$ cat src/rtl/if_pkg.sv
// Shared definitions for the instruction-fetch refill path: FSM encoding and AXI constants.
package if_pkg;
  typedef enum logic [2:0] {
    IDLE  = 3'd0,
    ADDR  = 3'd1,
    FILL  = 3'd2,
    DRAIN = 3'd3,
    DONE  = 3'd4
  } refill_state_t;

  localparam logic [1:0] BURST_INCR = 2'b01;
  localparam logic [1:0] RESP_OKAY  = 2'b00;
endpackage

$ cat src/rtl/icache_refill_ctrl.sv
// I-cache line refill controller: issues one AXI3 INCR burst per miss and streams beats
// into the line buffer; a flush turns the rest of the burst into a silent drain.
module icache_refill_ctrl
  import if_pkg::*;
#(
  parameter int DATA_W     = 32,
  parameter int LINE_BYTES = 64,
  parameter int ADDR_W     = 32,
  localparam int BEATS     = LINE_BYTES * 8 / DATA_W,
  localparam int OFF_W     = $clog2(LINE_BYTES),
  localparam int IDX_W     = $clog2(BEATS)
) (
  input  logic                    clk,
  input  logic                    rst,
  input  logic                    miss_req,
  input  logic [ADDR_W-1:0]       miss_addr,
  input  logic                    flush,
  output logic                    busy,
  output logic                    refill_we,
  output logic [IDX_W-1:0]        refill_idx,
  output logic [DATA_W-1:0]       refill_data,
  output logic [ADDR_W-OFF_W-1:0] refill_line,
  output logic                    refill_done,
  output logic                    refill_err,
  output logic [ADDR_W-1:0]       ARADDR,
  output logic [3:0]              ARLEN,
  output logic [2:0]              ARSIZE,
  output logic [1:0]              ARBURST,
  output logic                    ARVALID,
  input  logic                    ARREADY,
  input  logic [DATA_W-1:0]       RDATA,
  input  logic [1:0]              RRESP,
  input  logic                    RLAST,
  input  logic                    RVALID,
  output logic                    RREADY
);

  localparam logic [3:0] LEN_C  = 4'(BEATS - 1);
  localparam logic [2:0] SIZE_C = 3'($clog2(DATA_W / 8));

  refill_state_t           state;
  logic [ADDR_W-OFF_W-1:0] line;
  logic [IDX_W-1:0]        cnt;
  logic                    err;
  logic                    aborted;
  logic                    unused_off;

  assign unused_off = ^miss_addr[OFF_W-1:0];

  assign ARADDR      = {line, {OFF_W{1'b0}}};
  assign ARLEN       = LEN_C;
  assign ARSIZE      = SIZE_C;
  assign ARBURST     = BURST_INCR;
  assign refill_line = line;
  assign refill_idx  = cnt;
  assign refill_data = RDATA;
  assign busy        = (state != IDLE);
  // Writes still happen in the flush cycle itself; the line is simply never validated.
  assign refill_we   = (state == FILL) && RVALID;

  always_ff @(posedge clk or posedge rst) begin
    if (rst) begin
      state       <= IDLE;
      line        <= '0;
      cnt         <= '0;
      err         <= 1'b0;
      aborted     <= 1'b0;
      ARVALID     <= 1'b0;
      RREADY      <= 1'b0;
      refill_done <= 1'b0;
      refill_err  <= 1'b0;
    end else begin
      refill_done <= 1'b0;
      refill_err  <= 1'b0;
      case (state)
        IDLE: if (miss_req && !flush) begin
          line    <= miss_addr[ADDR_W-1:OFF_W];
          ARVALID <= 1'b1;
          err     <= 1'b0;
          aborted <= 1'b0;
          state   <= ADDR;
        end
        // AR cannot be withdrawn once raised, so a flush here is remembered until the handshake.
        ADDR: begin
          if (flush) aborted <= 1'b1;
          if (ARREADY) begin
            ARVALID <= 1'b0;
            RREADY  <= 1'b1;
            cnt     <= '0;
            state   <= (aborted || flush) ? DRAIN : FILL;
          end
        end
        FILL: begin
          if (RVALID) begin
            cnt <= cnt + IDX_W'(1);
            if (RRESP != RESP_OKAY) err <= 1'b1;
          end
          if (RVALID && RLAST) begin
            RREADY <= 1'b0;
            if (flush) begin
              state <= IDLE;
            end else begin
              state       <= DONE;
              refill_done <= 1'b1;
              refill_err  <= err || (RRESP != RESP_OKAY);
            end
          end else if (flush) begin
            state <= DRAIN;
          end
        end
        DRAIN: if (RVALID && RLAST) begin
          RREADY <= 1'b0;
          state  <= IDLE;
        end
        DONE:    state <= IDLE;
        default: state <= IDLE;
      endcase
    end
  end

endmodule

$ cat config.mk
export PLATFORM = sky130hd
export DESIGN_NAME = icache_refill_ctrl
export DESIGN_NICKNAME = d
export VERILOG_FILES = /design/src/rtl/if_pkg.sv /design/src/rtl/icache_refill_ctrl.sv
export SDC_FILE = /design/constraint.sdc
export NUM_CORES = 1
export LEC_CHECK = 0
export ABC_AREA = 0
export CAP_MARGIN = 15
export CORE_MARGIN = 1
export CORE_UTILIZATION = 30
export CTS_BUF_LIST = sky130_fd_sc_hd__clkbuf_8
export DETAILED_ROUTE_END_ITERATION = 7
export GPL_TIMING_DRIVEN = 0
export PLACE_DENSITY = 0.74
export SETUP_SLACK_MARGIN = 0.3
export SKIP_CTS_REPAIR_TIMING = 1
export SLEW_MARGIN = 20
export SYNTH_ARGS = -nofsm -noshare
export SYNTH_HDL_FRONTEND = slang
export SYNTH_SLANG_ARGS = --single-unit
export TNS_END_PERCENT = 20
$ cat constraint.sdc
create_clock -name clk -period 3.48 [get_ports clk]
set_clock_uncertainty 0.1 [all_clocks]
set_input_delay 0.348 -clock clk [delete_from_list [all_inputs] [get_ports clk]]
set_output_delay 0.348 -clock clk [all_outputs]
set_load 0.05 [all_outputs]
==> results by group <==
Clocking
  – H-tree depth: 2
  – CTS tree: done
  – Max Root-Sink Buffers: 2
  – Clk root buf: clkbuf_8
  – # clock sinks: 39
  – Reg clk slew, reported paths: 0.08 ns
  – Total CTS buffers: 5
  – Worst-Skew Late Latency: 0.29 ns

Power
  – Logic pwr share: 0.689
  – Worst vdd ir: roughly 380 uV
  – Power Internal: 0.00208 W
  – Clk pwr share: 0.107
  – Net Sw Frac: 0.494
  – Switching power: 0.00203 W
  – Leak pwr: between 1.5 and 2 nW
  – PwrDens: 1060 mW/mm2
  – Register share of total power: 0.204

Final layout
  – Register area: approximately 980 um2
  – Diode count: 0
  – Commonest non-fill, non-tap cell in the layout: clkdlybuf4s50_1
  – Final cell count without fillers: 443
  – Fin nets: 417
  – Commonest cells after routing, fill and taps aside: clkdlybuf4s50_1 (128), buf_4 (73), dfrtp_1 (39)
  – P&R area growth vs syn: 71.0%
  – Fillers: 646
  – Share of layout cells above drive strength 1: 0.337
  – Area of the multi-input gates: 723 um2

Global routing
  – Largest net degree at the start of global routing: 25
  – Total GRT Usage: 0.126
  – Vias in the first global route: roughly 1600
  – Initial antenna violation count: 0
  – First-pass GRT wire length: 7560 um
  – Overflow after GRT: 0

Worst setup path
  – Crit-path cells: clkdlybuf4s50_1 > and4bb_2 > clkbuf_1 > clkdlybuf4s50_1
  – Startpoint Class: primary input
  – R2R setup slack: 1.60 ns
  – Cells on worst reg2reg path: 5
  – CP max FO: 8
  – Worst setup startpoint: RVALID
  – Slowest CP cell: clkdlybuf4s50_1
  – CP required: 3.03 ns
  – Crit path capture type: primary output
  – Reg-to-Reg End: refill_line[7]
  – CP most frequent cell: clkdlybuf4s50_1
  – Worst path max stage delay: 0.87 ns
  – Reg2reg start: state[0]
  – Crit path kind: primary input to primary output
  – WP data arrival: roughly 2.3 ns
  – Crit path to: refill_we

Drt
  – DR DRC count: 0
  – Vias per inst: approximately 4.0
  – DR WL/cell: 12.0 um
  – Initial drt markers: 51
  – Vias: 1794
  – WL final: 5320 um
  – Final ANT Viol Nets: 0
  – TritonRoute pass-1 iters: 4

Synthesis
  – Sequential area share after synthesis: 0.430
  – Area leader, netlist: dfrtp_1
  – Post-synth top area share: 0.430
  – EDFF count, synth: 0
  – Post-Synthesis Cell Area: 0.00227 mm2
  – Synth Warn #: 0
  – Async SR Flop Fraction: 1.00
  – Synth unique cells: 32
  – Number of cells produced by synthesis: 194
  – Synth area leaders: dfrtp_1 (43%), buf_4 (24%), mux2_4 (12%)
  – Flops & latches, synth: 39
  – Syn Area/Cell: 11.7 um2
  – Main synth FF type: dfrtp_1

Timing
  – Slew Limit Fails: 0
  – Worst Tran Pin Value: about 0.54 ns
  – Minimum clock period: 2.70 ns
  – Achievable frequency: 370 MHz
  – Slew HR: 0.637
  – Setup_tns: 0 ns
  – Hold violation count in the final report: 0
  – RSZ-0062 raised after global routing: no
  – Final worst-path cycle share: 0.776
  – # setup viols final: 0

Placed design
  – Hpwl dp: 4430 um
  – Placed cell count: ~440
  – Port Buf Inserts: approximately 130
  – Gpl congestion: 0.745

Flow run
  – Max-Cap Viols: 0

Floorplan
  – IO Count: 182
  – Area of the core: roughly 0.0073 mm2
  – Initial Util: 0.312
  – Die height: 89.0 um
  – Die area: 0.00793 mm2
  – Count of standard-cell rows: 31
  – Die Width: between 80 and 90 um

Run status
  – Outcome: completed

Hold path
  – HP Class: primary input to asynchronous set/reset pin
[metal layers]
metal	part of all wire	routed length, um	vias to the layer above	track usage
met3	0.13	680	5	0.0462
met1	0.38	2010	818	0.135
met5	0	0	-	0
met2	0.49	2590	118	0.229
li1	-	-	853	-
met4	0.0081	43	0	0.0418
[registers in the layout (all words and copies together) (netlist names)]
register / flops
refill_line: 26
refill_idx: 4
state: 3
ARVALID: 1
RREADY: 1
aborted: 1
err: 1
refill_done: 1
refill_err: 1
[cell usage after synthesis (3+ instances only)]
library cell	n
clkbuf_1	3
buf_4	73
mux2_4	18
dfrtp_1	39
inv_1	3
nor2_1	5
a21oi_1	6
mux2_2	8
o21ai_0	5
a22o_1	3
nand2_1	4
[power by group through the flow]
stage	logic, W	registers, W	clock network [W]
3_3_place_gp	0.00280	0.000831	0
6_report	0.00283	0.000838	0.000441
3_5_place_dp	0.00284	0.000848	0
2_1_floorplan	0.00138	0.00145	0
4_1_cts	0.00285	0.000839	0.000452
5_1_grt	0.00295	0.000867	0.000472
[worst min-delay path by stage]
stage | endpoint | from | depth (start not counted)
after floorplan | refill_err | err | 1
after CTS | refill_line[9] | rst | 2
after global routing | refill_line[9] | rst | 2
after global placement | refill_err | err | 1
after detailed placement | refill_err | err | 1
final | refill_line[9] | rst | 2
[area by class of cell]
class | count | share of cell area
plain buffers | 79 | 0.157
inverters | 3 | 0.00290
flip-flops and latches | 39 | 0.251
multi-input cells | 86 | 0.186
well taps | 99 | 0.0319
clock buffers | 5 | 0.0177
repair buffers | 129 | 0.337
clock inverters | 3 | 0.0164
[critical path: cells and delay by family]
kind	cells	cell delay [ns]
buffers and inverters	3	1.66
and+or+nand+nor	1	0.24
[stage by stage]
step | hold slack, ns | utilization | setup WS, ns | area, um2 | total power [W]
after floorplan | 0.359 | - | 1.58 | 2320 | 0.00283
after global placement | 0.382 | 0.511 | 0.799 | 3730 | 0.00363
after detailed placement | 0.394 | 0.515 | 0.787 | 3750 | 0.00369
after CTS | 0.257 | 0.533 | 0.779 | 3890 | 0.00414
after global routing | 0.283 | 0.533 | 0.675 | 3890 | 0.00429
final | 0.253 | 0.533 | 0.780 | 3890 | 0.00411
[cell families (layout without fill, tap and decap cells)]
family                   Yosys count  in the layout  synth area share
adder cells (fa/ha/maj)            1              1           0.00551
other                              2             15           0.00331
AO/OA/AOI/OAI                     21             21            0.0617
flip-flops                        39             39             0.430
buffers and inverters             82            219             0.274
XOR/XNOR                           1              1           0.00386
AND/OR/NAND/NOR                   22             22            0.0639
multiplexers                      26             26             0.159
Power figures use the tool's default switching activity.
